==> src/rtl/nmea_pkg.sv <==
// nmea_pkg: shared ASCII constants, parser state encoding and hex-digit decode.
// Latency: n/a (types, constants and a pure function only).
// Backpressure: n/a.
package nmea_pkg;

  localparam logic [7:0] CH_DOLLAR = 8'h24;
  localparam logic [7:0] CH_COMMA  = 8'h2C;
  localparam logic [7:0] CH_STAR   = 8'h2A;
  localparam logic [7:0] CH_CR     = 8'h0D;
  localparam logic [7:0] CH_LF     = 8'h0A;

  typedef enum logic [2:0] {
    ST_IDLE,
    ST_ADDR,
    ST_FIELDS,
    ST_CK_HI,
    ST_CK_LO,
    ST_WAIT_CR
  } state_t;

  typedef struct packed {
    logic       vld;
    logic [3:0] nib;
  } hex_t;

  // Accepts 0-9, A-F and a-f; anything else comes back with vld=0.
  function automatic hex_t hex_decode(input logic [7:0] c);
    hex_t h;
    h.vld = 1'b1;
    h.nib = 4'h0;
    if (c >= 8'h30 && c <= 8'h39)      h.nib = 4'(c - 8'h30);
    else if (c >= 8'h41 && c <= 8'h46) h.nib = 4'(c - 8'h37);
    else if (c >= 8'h61 && c <= 8'h66) h.nib = 4'(c - 8'h57);
    else                               h.vld = 1'b0;
    return h;
  endfunction

endpackage

==> src/rtl/nmea_sentence_parser_if.sv <==
// nmea_sentence_parser_if: byte stream in, published sentence fields and strobes out.
// Latency: n/a (signal bundle only).
// Backpressure: none; in_valid is a one-cycle qualifier per byte.
interface nmea_sentence_parser_if #(
  parameter int NUM_SLOTS     = 4,
  parameter int FIELD_MAX_LEN = 16
);
  logic [7:0]                           in_char;
  logic                                 in_valid;
  logic [31:0]                          field_mask;
  logic [NUM_SLOTS*FIELD_MAX_LEN*8-1:0] fields_vec;
  logic [NUM_SLOTS*8-1:0]               fields_len;
  logic [NUM_SLOTS-1:0]                 trunc_flags;
  logic                                 sent_valid;
  logic                                 err_cksum;
  logic [15:0]                          sent_count;

  modport master (
    output in_char, in_valid, field_mask,
    input  fields_vec, fields_len, trunc_flags, sent_valid, err_cksum, sent_count
  );

  modport slave (
    input  in_char, in_valid, field_mask,
    output fields_vec, fields_len, trunc_flags, sent_valid, err_cksum, sent_count
  );
endinterface

==> src/rtl/nmea_field_buffer.sv <==
// nmea_field_buffer: working slot storage filled per byte, copied to published registers on publish.
// Latency: published registers and pub_vld update one cycle after publish.
// Backpressure: none; writes to slots >= NUM_SLOTS or past FIELD_MAX_LEN are dropped.
module nmea_field_buffer #(
  parameter int NUM_SLOTS     = 4,
  parameter int FIELD_MAX_LEN = 16
) (
  input  logic                                 clk,
  input  logic                                 rst,
  input  logic                                 clr,
  input  logic                                 wr_en,
  input  logic [7:0]                           wr_slot,
  input  logic [7:0]                           wr_char,
  input  logic                                 publish,
  output logic [NUM_SLOTS*FIELD_MAX_LEN*8-1:0] pub_dat,
  output logic [NUM_SLOTS*8-1:0]               pub_len,
  output logic [NUM_SLOTS-1:0]                 pub_trunc,
  output logic                                 pub_vld
);
  localparam int DW = NUM_SLOTS * FIELD_MAX_LEN * 8;

  logic [DW-1:0]          wk_dat_q, wk_dat_d, pub_dat_q, pub_dat_d;
  logic [NUM_SLOTS*8-1:0] wk_len_q, wk_len_d, pub_len_q, pub_len_d;
  logic [NUM_SLOTS-1:0]   wk_trunc_q, wk_trunc_d, pub_trunc_q, pub_trunc_d;
  logic                   pub_vld_q, pub_vld_d;

  // Append a char to the addressed slot (or flag truncation) and snapshot on publish.
  always_comb begin
    wk_dat_d   = wk_dat_q;
    wk_len_d   = wk_len_q;
    wk_trunc_d = wk_trunc_q;
    if (clr) begin
      wk_dat_d   = '0;
      wk_len_d   = '0;
      wk_trunc_d = '0;
    end else if (wr_en) begin
      for (int s = 0; s < NUM_SLOTS; s++) begin
        if (wr_slot == 8'(s)) begin
          if (wk_len_q[s*8 +: 8] == 8'(FIELD_MAX_LEN)) begin
            wk_trunc_d[s] = 1'b1;
          end else begin
            for (int j = 0; j < FIELD_MAX_LEN; j++) begin
              if (wk_len_q[s*8 +: 8] == 8'(j)) wk_dat_d[(s*FIELD_MAX_LEN+j)*8 +: 8] = wr_char;
            end
            wk_len_d[s*8 +: 8] = wk_len_q[s*8 +: 8] + 8'd1;
          end
        end
      end
    end
    pub_dat_d   = publish ? wk_dat_q   : pub_dat_q;
    pub_len_d   = publish ? wk_len_q   : pub_len_q;
    pub_trunc_d = publish ? wk_trunc_q : pub_trunc_q;
    pub_vld_d   = publish;
  end

  // Working and published storage registers.
  always_ff @(posedge clk) begin
    if (rst) begin
      wk_dat_q    <= '0;
      wk_len_q    <= '0;
      wk_trunc_q  <= '0;
      pub_dat_q   <= '0;
      pub_len_q   <= '0;
      pub_trunc_q <= '0;
      pub_vld_q   <= 1'b0;
    end else begin
      wk_dat_q    <= wk_dat_d;
      wk_len_q    <= wk_len_d;
      wk_trunc_q  <= wk_trunc_d;
      pub_dat_q   <= pub_dat_d;
      pub_len_q   <= pub_len_d;
      pub_trunc_q <= pub_trunc_d;
      pub_vld_q   <= pub_vld_d;
    end
  end

  assign pub_dat   = pub_dat_q;
  assign pub_len   = pub_len_q;
  assign pub_trunc = pub_trunc_q;
  assign pub_vld   = pub_vld_q;

endmodule

==> src/rtl/nmea_sentence_parser.sv <==
// nmea_sentence_parser: matches one NMEA sentence type, captures masked fields, publishes atomically.
// Latency: sent_valid / err_cksum one cycle after the CR byte; all outputs registered.
// Backpressure: none, one byte per in_valid pulse. Build option NMEA_CKSUM_EN enables '*hh' verification.
module nmea_sentence_parser #(
  parameter logic [23:0] TYPE_ID       = "RMC",
  parameter int          NUM_SLOTS     = 4,
  parameter int          FIELD_MAX_LEN = 16,
  parameter int          MAX_CHARS     = 82
) (
  input logic                   clk,
  input logic                   rst,
  nmea_sentence_parser_if.slave bus
);
  import nmea_pkg::*;

  state_t      state_q, state_d;
  logic [7:0]  cnt_q, cnt_d;
  logic [2:0]  addr_idx_q, addr_idx_d;
  logic        type_ok_q, type_ok_d;
  logic [7:0]  field_idx_q, field_idx_d;
  logic [7:0]  slot_q, slot_d;
  logic [31:0] mask_q, mask_d;
  logic [15:0] sent_count_q, sent_count_d;
`ifdef NMEA_CKSUM_EN
  logic [7:0]  cksum_q, cksum_d;
  logic [7:0]  rx_ck_q, rx_ck_d;
  logic        err_cksum_q, err_cksum_d;
  hex_t        hex;
`endif

  logic       is_dollar, is_comma, is_star, is_cr, ovf, field_masked;
  logic [7:0] type_char;
  logic       buf_clr, buf_wr, pub_d;

  assign is_dollar    = bus.in_char == CH_DOLLAR;
  assign is_comma     = bus.in_char == CH_COMMA;
  assign is_star      = bus.in_char == CH_STAR;
  assign is_cr        = bus.in_char == CH_CR;
  // The incoming byte would be one past the sentence length limit.
  assign ovf          = cnt_q >= 8'(MAX_CHARS);
  assign field_masked = (field_idx_q < 8'd32) && mask_q[field_idx_q[4:0]];
  assign type_char    = (addr_idx_q == 3'd2) ? TYPE_ID[23:16] :
                        (addr_idx_q == 3'd3) ? TYPE_ID[15:8] : TYPE_ID[7:0];
  assign sent_count_d = sent_count_q + {15'd0, pub_d};
`ifdef NMEA_CKSUM_EN
  assign hex = hex_decode(bus.in_char);
`endif

  // State register plus per-sentence context; reset drops any sentence in flight.
  always_ff @(posedge clk) begin
    if (rst) begin
      state_q      <= ST_IDLE;
      cnt_q        <= '0;
      addr_idx_q   <= '0;
      type_ok_q    <= 1'b0;
      field_idx_q  <= '0;
      slot_q       <= '0;
      mask_q       <= '0;
      sent_count_q <= '0;
`ifdef NMEA_CKSUM_EN
      cksum_q      <= '0;
      rx_ck_q      <= '0;
      err_cksum_q  <= 1'b0;
`endif
    end else begin
      state_q      <= state_d;
      cnt_q        <= cnt_d;
      addr_idx_q   <= addr_idx_d;
      type_ok_q    <= type_ok_d;
      field_idx_q  <= field_idx_d;
      slot_q       <= slot_d;
      mask_q       <= mask_d;
      sent_count_q <= sent_count_d;
`ifdef NMEA_CKSUM_EN
      cksum_q      <= cksum_d;
      rx_ck_q      <= rx_ck_d;
      err_cksum_q  <= err_cksum_d;
`endif
    end
  end

  // Next state and sentence context; '$' restarts from any state.
  always_comb begin
    state_d     = state_q;
    cnt_d       = cnt_q;
    addr_idx_d  = addr_idx_q;
    type_ok_d   = type_ok_q;
    field_idx_d = field_idx_q;
    slot_d      = slot_q;
    mask_d      = mask_q;
`ifdef NMEA_CKSUM_EN
    cksum_d     = cksum_q;
    rx_ck_d     = rx_ck_q;
`endif
    if (bus.in_valid) begin
      if (is_dollar) begin
        state_d     = ST_ADDR;
        cnt_d       = 8'd1;
        addr_idx_d  = '0;
        type_ok_d   = 1'b1;
        field_idx_d = '0;
        slot_d      = '0;
        mask_d      = bus.field_mask;
`ifdef NMEA_CKSUM_EN
        cksum_d     = '0;
`endif
      end else if (state_q != ST_IDLE) begin
        if (ovf) begin
          state_d = ST_IDLE;
        end else begin
          cnt_d = cnt_q + 8'd1;
          case (state_q)
            ST_ADDR: begin
`ifdef NMEA_CKSUM_EN
              cksum_d = cksum_q ^ bus.in_char;
`endif
              if (is_comma) begin
                if (addr_idx_q == 3'd5 && type_ok_q) begin
                  state_d     = ST_FIELDS;
                  field_idx_d = 8'd1;
                  slot_d      = slot_q + {7'd0, field_masked};
                end else begin
                  state_d = ST_IDLE;
                end
              end else begin
                // An address longer than five chars can never match.
                if (addr_idx_q == 3'd5) type_ok_d = 1'b0;
                else                    addr_idx_d = addr_idx_q + 3'd1;
                if (addr_idx_q >= 3'd2 && addr_idx_q <= 3'd4 && bus.in_char != type_char)
                  type_ok_d = 1'b0;
              end
            end
            ST_FIELDS: begin
              if (is_star) begin
`ifdef NMEA_CKSUM_EN
                state_d = ST_CK_HI;
`else
                state_d = ST_WAIT_CR;
`endif
              end else if (is_cr) begin
                state_d = ST_IDLE;
              end else begin
`ifdef NMEA_CKSUM_EN
                cksum_d = cksum_q ^ bus.in_char;
`endif
                if (is_comma) begin
                  field_idx_d = field_idx_q + 8'd1;
                  slot_d      = slot_q + {7'd0, field_masked};
                end
              end
            end
`ifdef NMEA_CKSUM_EN
            ST_CK_HI: begin
              rx_ck_d[7:4] = hex.nib;
              state_d      = hex.vld ? ST_CK_LO : ST_IDLE;
            end
            ST_CK_LO: begin
              rx_ck_d[3:0] = hex.nib;
              state_d      = hex.vld ? ST_WAIT_CR : ST_IDLE;
            end
`endif
            ST_WAIT_CR: if (is_cr) state_d = ST_IDLE;
            default:    state_d = ST_IDLE;
          endcase
        end
      end
    end
  end

  // Buffer controls and result strobes for the current byte.
  always_comb begin
    buf_clr = bus.in_valid && is_dollar;
    buf_wr  = 1'b0;
    pub_d   = 1'b0;
`ifdef NMEA_CKSUM_EN
    err_cksum_d = 1'b0;
`endif
    if (bus.in_valid && !is_dollar && state_q != ST_IDLE && !ovf) begin
      case (state_q)
        ST_ADDR:   buf_wr = !is_comma && field_masked;
        ST_FIELDS: begin
          buf_wr = !is_comma && !is_star && !is_cr && field_masked;
`ifdef NMEA_CKSUM_EN
          err_cksum_d = is_cr;
`else
          pub_d = is_cr;
`endif
        end
`ifdef NMEA_CKSUM_EN
        ST_CK_HI, ST_CK_LO: err_cksum_d = !hex.vld;
        ST_WAIT_CR: begin
          pub_d       = is_cr && (rx_ck_q == cksum_q);
          err_cksum_d = is_cr && (rx_ck_q != cksum_q);
        end
`else
        ST_WAIT_CR: pub_d = is_cr;
`endif
        default: ;
      endcase
    end
  end

  nmea_field_buffer #(
    .NUM_SLOTS     (NUM_SLOTS),
    .FIELD_MAX_LEN (FIELD_MAX_LEN)
  ) u_buf (
    .clk       (clk),
    .rst       (rst),
    .clr       (buf_clr),
    .wr_en     (buf_wr),
    .wr_slot   (slot_q),
    .wr_char   (bus.in_char),
    .publish   (pub_d),
    .pub_dat   (bus.fields_vec),
    .pub_len   (bus.fields_len),
    .pub_trunc (bus.trunc_flags),
    .pub_vld   (bus.sent_valid)
  );

  assign bus.sent_count = sent_count_q;
`ifdef NMEA_CKSUM_EN
  assign bus.err_cksum = err_cksum_q;
`else
  assign bus.err_cksum = 1'b0;
`endif

endmodule

==> src/flat_wrapper.sv <==
// flat-port wrapper written by rule: the top's interface ports become plain ports
module nmea_sentence_parser_flat import nmea_pkg::*;
#(
  parameter logic [23:0] TYPE_ID       = "   ",
  parameter int          NUM_SLOTS     = 4,
  parameter int          FIELD_MAX_LEN = 16,
  parameter int          MAX_CHARS     = 82
)
  (clk, rst, bus_in_char, bus_in_valid, bus_field_mask, bus_fields_vec, bus_fields_len, bus_trunc_flags, bus_sent_valid, bus_err_cksum, bus_sent_count);
  nmea_sentence_parser_if #(.NUM_SLOTS(NUM_SLOTS), .FIELD_MAX_LEN(FIELD_MAX_LEN)) bus_i ();
  input logic clk;
  input logic rst;
  input wire logic [$bits(bus_i.in_char)-1:0] bus_in_char;
  input wire logic [$bits(bus_i.in_valid)-1:0] bus_in_valid;
  input wire logic [$bits(bus_i.field_mask)-1:0] bus_field_mask;
  output wire logic [$bits(bus_i.fields_vec)-1:0] bus_fields_vec;
  output wire logic [$bits(bus_i.fields_len)-1:0] bus_fields_len;
  output wire logic [$bits(bus_i.trunc_flags)-1:0] bus_trunc_flags;
  output wire logic [$bits(bus_i.sent_valid)-1:0] bus_sent_valid;
  output wire logic [$bits(bus_i.err_cksum)-1:0] bus_err_cksum;
  output wire logic [$bits(bus_i.sent_count)-1:0] bus_sent_count;
  assign bus_i.in_char = bus_in_char;
  assign bus_i.in_valid = bus_in_valid;
  assign bus_i.field_mask = bus_field_mask;
  assign bus_fields_vec = bus_i.fields_vec;
  assign bus_fields_len = bus_i.fields_len;
  assign bus_trunc_flags = bus_i.trunc_flags;
  assign bus_sent_valid = bus_i.sent_valid;
  assign bus_err_cksum = bus_i.err_cksum;
  assign bus_sent_count = bus_i.sent_count;
  nmea_sentence_parser #(.TYPE_ID(TYPE_ID), .NUM_SLOTS(NUM_SLOTS), .FIELD_MAX_LEN(FIELD_MAX_LEN), .MAX_CHARS(MAX_CHARS)) u_core (.clk(clk), .rst(rst), .bus(bus_i));
endmodule
==> config.mk <==
export PLATFORM = sky130hd
export DESIGN_NAME = nmea_sentence_parser_flat
export DESIGN_NICKNAME = d
export VERILOG_FILES = /design/src/rtl/nmea_pkg.sv /design/src/rtl/nmea_sentence_parser_if.sv /design/src/rtl/nmea_field_buffer.sv /design/src/rtl/nmea_sentence_parser.sv /design/src/flat_wrapper.sv
export SDC_FILE = /design/constraint.sdc
export NUM_CORES = 2
export LEC_CHECK = 0
export ABC_CLOCK_PERIOD_IN_PS = 4600
export BUFFER_PORTS_ARGS = -buffer_cell sky130_fd_sc_hd__buf_4
export CORE_MARGIN = 2
export CORE_UTILIZATION = 40
export DETAILED_ROUTE_END_ITERATION = 12
export GPL_TIMING_DRIVEN = 0
export SYNTH_ARGS = -nofsm -noshare
export SYNTH_HDL_FRONTEND = slang
export SYNTH_SLANG_ARGS = --single-unit
==> constraint.sdc <==
create_clock -name clk -period 4.6 [get_ports clk]
set_clock_uncertainty 0.15 [all_clocks]
set_input_delay 1.38 -clock clk [delete_from_list [all_inputs] [get_ports clk]]
set_output_delay 1.38 -clock clk [all_outputs]
set_load 0.1 [all_outputs]
=== Word level (Yosys, flattened, before mapping) ===
Cells that the tools add are included.

* Register bits after elaboration: 1,176
* Memories: 0
* Memory bits (read-only): 0
* Output and inout port bits: 566
* RAM bits: 0
* Input port bits: 43
* Latch bits: 0

* Reductions and logical operators: 107
* Order comparisons: 5
* Div/mod/pow operators: 0
* Mux-type cells: 48
* Multipliers: 0
* $add $sub $neg: 9
* Shift operators: 0
* Bitwise operators: 4
* Equality and inequality tests: 85

{| class="wikitable"
|+ Operators with widths
! operator !! number
|-
| $eq A8 B4 Y1 const B || 33
|-
| $reduce_and A4 Y1 || 64
|-
| $mux W8 || 19
|-
| $eq A8 B3 Y1 const B || 16
|-
| $eq A8 B2 Y1 const B || 10
|-
| $add A8 B1 Y8 const B || 6
|-
| $eq A8 B1 Y1 const B || 5
|-
| $logic_not A8 Y1 || 5
|-
| $mux W3 || 12
|-
| $eq A8 B5 Y1 const B || 4
|-
| $pmux W8 S2 || 2
|-
| $reduce_and A3 Y1 || 10
|-
| $eq A8 B6 Y1 const B || 3
|-
| $add A16 B1 Y16 || 1
|-
| $logic_and A1 B1 Y1 || 12
|-
| $reduce_and A6 Y1 || 2
|-
| $mux W1 || 11
|-
| $ne A3 B1 Y1 const B || 3
|-
| $pmux W3 S3 || 1
|-
| $reduce_and A9 Y1 || 1
|-
| $reduce_bool A3 Y1 || 3
|-
| $add A8 B1 Y8 || 1
|-
| $ge A8 B7 Y1 const B || 1
|-
| $lt A8 B6 Y1 const B || 1
|-
| other kinds (19) || 32
|}

=== Depth between registers and ports, before layout ===
* Depth after elaboration: 11
* Mapped depth: 16
* Mapped depth without buffers: 13

=== By module ===
From an unflattened synthesis, not the netlist that was laid out.

* Cell total of the unflattened synthesis: 4,255
* Area, all modules: 43,679.4 µm²

{| class="wikitable"
|+ Modules (own cells, without submodules)
! module !! cells an instance !! seq. area each (µm²) !! area an instance (µm²) !! instances
|-
| nmea_field_buffer || 3,794 || 21,961.1 || 39,768.1 || 1
|-
| nmea_sentence_parser || 461 || 1,581.5 || 3,911.3 || 1
|}

=== Worst setup path after synthesis ===
OpenSTA, ideal clock, no wires.

* Path kind: in2reg
* Start point: input bus_in_char[6]
* End point: register u_core.sent_count_q[6] (netlist: u_core.bus.sent_count[6])
* Setup slack: 324 ps
* Arrival: 4,060 ps
* Cell stages on the path: 13
* Path through: or4b_1 -> nor4_2 -> nand3_1 -> buf_2 -> inv_2 -> clkbuf_1 -> ha_1 -> ha_1 -> and2_1 -> clkbuf_1 -> nand4_1 -> xor2_1 -> nor2_1

* Longest elaborated chain between the ends: 7

{| class="wikitable"
|+ RTL lines
! what !! RTL line !! RTL
|-
| start, declared || flat_wrapper.sv:13 || <nowiki>input wire logic [$bits(bus_i.in_char)-1:0] bus_in_char;</nowiki>
|-
| $eq A8 B6 Y1 || nmea_sentence_parser.sv:35 || <nowiki>assign is_dollar = bus.in_char == CH_DOLLAR;</nowiki>
|-
| $logic_not A1 Y1 || nmea_sentence_parser.sv:178 || <nowiki>if (bus.in_valid && !is_dollar && state_q != ST_IDLE && !ovf) begin</nowiki>
|-
| $logic_and A1 B1 Y1 (3 in series) || nmea_sentence_parser.sv:178 ||
|-
| $mux W1 * || nmea_sentence_parser.sv:178 ||
|-
| net u_core.pub_d || nmea_sentence_parser.sv:33 || <nowiki>logic buf_clr, buf_wr, pub_d;</nowiki>
|-
| $add A16 B1 Y16 * || nmea_sentence_parser.sv:44 || <nowiki>assign sent_count_d = sent_count_q + {15'd0, pub_d};</nowiki>
|-
| end signal, assigned || nmea_sentence_parser.sv:73 || <nowiki>sent_count_q <= sent_count_d;</nowiki>
|-
| end, declared || nmea_sentence_parser.sv:23 || <nowiki>logic [15:0] sent_count_q, sent_count_d;</nowiki>
|}

Mark *: on every way through the listed nets, which the timed path passes. The rest lies on a longest branch.
A chain may end at the register's enable or synchronous reset.

=== Worst setup path after layout ===
* Start point: input bus_in_char[1]
* End point: register u_core.u_buf.wk_dat_q[377]

* Longest elaborated chain between the ends: 8

{| class="wikitable"
|+ RTL lines
! what !! RTL line !! RTL
|-
| $eq A8 B6 Y1 (on tied branches) || nmea_sentence_parser.sv:36, nmea_sentence_parser.sv:37 ||
|-
| $logic_not A1 Y1 (on tied branches) || nmea_sentence_parser.sv:180, nmea_sentence_parser.sv:182 ||
|-
| $logic_and A1 B1 Y1 (3 in series) || nmea_sentence_parser.sv:182 || <nowiki>buf_wr = !is_comma && !is_star && !is_cr && field_masked;</nowiki>
|-
| $pmux W1 S2 || nmea_sentence_parser.sv:179 || <nowiki>case (state_q)</nowiki>
|-
| $mux W1 || nmea_sentence_parser.sv:178 ||
|-
| $reduce_and A4 Y1 (no source line) || n/a ||
|-
| end signal, assigned || nmea_field_buffer.sv:67 || <nowiki>wk_dat_q <= wk_dat_d;</nowiki>
|-
| end, declared || nmea_field_buffer.sv:22 || <nowiki>logic [DW-1:0] wk_dat_q, wk_dat_d, pub_dat_q, pub_dat_d;</nowiki>
|}

Several ways; a longest one is shown, not always the timed one.

==> metrics.yaml <==
synth_warnings: 0
tritoncts: "yes"
io_buffers: 605
use_met3_pct: 6.214
dp_slack_ps: -1491
syn_inst: 4961
grt_use_met1_pct: 32.78
place.gp.congestion: 0.8887
syn_nets: 5030
crit_required_ps: 5000
critPathBufInv: 5
grt_pass1_vias: 35172
worst_ir_drop_vdd_mv: 0.2876
grt_pass1_wl_um: 220700
ys_ff_latch: 1176
routed-via-count: 36487
coreArea_sq_um: 108900
pin_count: 609
dp.cells: 6981
fill_cells: 10438
instances_no_fill: 7201
synthFlopType: "dfxtp_1"
async_flop_share_pct: 0
grt_use_total_pct: 25.85
detail_route.wirelength_um: 150200
initial_utilization_pct: 40.33
period_needed_ps: 4458
tightest_slew_ps: 1273
fin_nets: 5757
hpwl_um: 110100
drv_cap: 0
area_growth_pct: 23.76
post_cts_buffers: 0
dieHeight_um: 335.3
first_iter_violations: 2438
cp.arrival_ps: 4860
design.die.area_sq_um: 112400
synth-seq-area-share_pct: 53.63
clock-sinks: 1176
syn_area_per_cell_sq_um: 8.849
clk_pin_slew_ps: 60
cts_inserted_buffers: 120
ctsLongestPathBuffers: 3
hold_viol: 0
fin_util_pct: 49.91
synth_area_leaders: "dfxtp_1 (54%), nand2_1 (15%), mux2i_1 (13%)"
clk-insertion-delay-late_ps: 720
slowest_delay_ps: 560
drc: 0
hold_class: "reg -> reg"
endpoint_kind: "flip-flop"
ant_nets: 0
antenna_found_initial: 6
drive_above_1_share_pct: 16.38
grt_setup_unrepaired: "false"
crit_family: "buffers and inverters"
synth_common_cells: "nand2_1 (1744), dfxtp_1 (1176), a21oi_1 (615), mux2i_1 (552), clkbuf_1 (305)"
setup_viol: 0
busiest_layer: "met2"
htree_levels: 3
pwr_density_cell_nw_per_um2: 379.5
syn_area_sq_um: 43900
synth_top_area_share_pct: 53.63
crit_fanout: 10
cp-start-kind: "primary input"
finalMaxSlewViolations: 0
cts_root_buf: "clkbuf_16"
path_class: "in -> reg"
first_pass_iters: 6
placement_rows: 121
outcome: "completed"
cpMostUsedCell: "clkbuf_1"
synth_most_common_cell: "nand2_1"
post-route-period-util_pct: 96.91
place_area_sq_um: 50220
crit_chain: "buf_4 > nor4b_2 > and3_1 > clkbuf_1 > nor2_2 > buf_6 > clkbuf_1 > nand2_4 > clkbuf_1 > mux2i_1"
ys_types: 65
via_per_inst: 5.067
grt_max_degree: 16
grt_overflow: 0
worst_slack_ps: 142.3
grtUsageMet2_pct: 43.24
yosys.area.top_type: "dfxtp_1"
final_area_sq_um: 54330
synth_edf_count: 0
die_x_um: 335.3
max-slew-margin-rel_pct: 15.14
p_leak_uw: 0.02350
crit_slowest_cell: "clkbuf_1"
fmax_ghz: 0.2243
routedWlPerCell_um: 20.86
-- flip-flops by register name (all words and copies together), names as in the netlist --
signal and flops:
u_core.bus.sent_count 16, u_core.addr_idx_q 3, u_core.u_buf.pub_len 32, u_core.u_buf.wk_len_q 32
u_core.cnt_q 8, u_core.u_buf.pub_trunc 4, u_core.mask_q 32, u_core.u_buf.wk_dat_q 512
u_core.state_q 3, u_core.type_ok_q 1, u_core.u_buf.wk_trunc_q 4, u_core.u_buf.pub_dat 512
u_core.u_buf.pub_vld 1, u_core.field_idx_q 8, u_core.slot_q 8
-- worst min-delay path: stages (launching register included) --
cell     delay, ps
dfxtp_1        310
nand2_1         50
a21oi_1         50
-- per-layer routing --
| layer | wire (um) | vias to the layer above |
|---|---|---|
| met2 | 70660 | 933 |
| met3 | 9892 | 233 |
| met4 | 4682 | 4 |
| li1 | - | 17957 |
| met5 | 23 | - |
| met1 | 64930 | 17360 |
-- what timing repair did --
action | 4_1_cts | 5_1_grt
endpoints found under the setup margin | 323 | 140
pin swaps | 0 | 0
hold buffers | 0 | 0
gates resized for setup | 37 | 8
-- cells in the final DEF, fill, tap and decap left out, types with 31 or more instances in the layout --
cell type / netlist / final
nand2_1: 1744 / 1739
dfxtp_1: 1176 / 1176
a21oi_1: 615 / 615
buf_4: 6 / 612
mux2i_1: 552 / 552
clkbuf_1: 305 / 309
clkbuf_16: 0 / 122
nor2_1: 51 / 50
nand4_1: 38 / 38
and3_1: 37 / 37
nor3_1: 33 / 33
nand3_1: 31 / 31
-- report_power, final --
group	internal (uW)	switching (uW)	leakage, uW
logic	82.2	408	0.0121
registers	10200	0.326	0.00947
clock network	5830	4120	0.00198
total	16100	4530	0.0235
-- per-stage QoR --
step / power [uW] / hold slack, ps / setup TNS, ps
floorplan: 10630 / 281.4 / 0
detailed placement: 10900 / 291.0 / -697050
global route: 21230 / 306.6 / 0
global placement: 10900 / 286.3 / -851100
CTS: 20780 / 298.6 / -396.2
finish: 20620 / 292.9 / 0
-- final cells by class --
cell class / count / area [sq um] / area share [%]
Timing Repair Buffer: 606 / 4553 / 8.381
Inverter: 17 / 66.31 / 0.1221
Clock buffer: 184 / 3576 / 6.582
Tap cell: 1414 / 1769 / 3.257
Buffer: 377 / 1602 / 2.948
Clock inverter: 36 / 439.2 / 0.8084
Antenna cell: 1 / 2.502 / 0.004606
Multi-Input combinational cell: 3390 / 18780 / 34.56
Sequential cell: 1176 / 23540 / 43.33
-- kinds of logic (layout without fill, tap and decap cells) --
logic type / count (synthesis) / in the layout / synth area share, %
DFF: 1176 / 1176 / 53.63
and+or+nand+nor: 2117 / 2117 / 20.92
muxes: 553 / 553 / 12.61
adders and majority gates: 26 / 26 / 0.7411
AOI/OAI and AO/OA: 676 / 676 / 8.032
buffers and inverters: 395 / 1220 / 3.717
other: 1 / 2 / 0.008542
xor gates and xnor gates: 17 / 17 / 0.3392
-- path summary, 6_finish.rpt --
check,slack (ps),startpoint,endpoint,cells after the start
hold reg to reg,290,u_core.u_buf.wk_dat_q[81],u_core.u_buf.pub_dat[81],2
setup reg to reg,390,u_core.field_idx_q[1],u_core.slot_q[4],14
hold / removal,290,u_core.u_buf.wk_dat_q[81],u_core.u_buf.pub_dat[81],2
setup / recovery,140,bus_in_char[1],u_core.u_buf.wk_dat_q[377],10
Power figures use the tool's default switching activity.
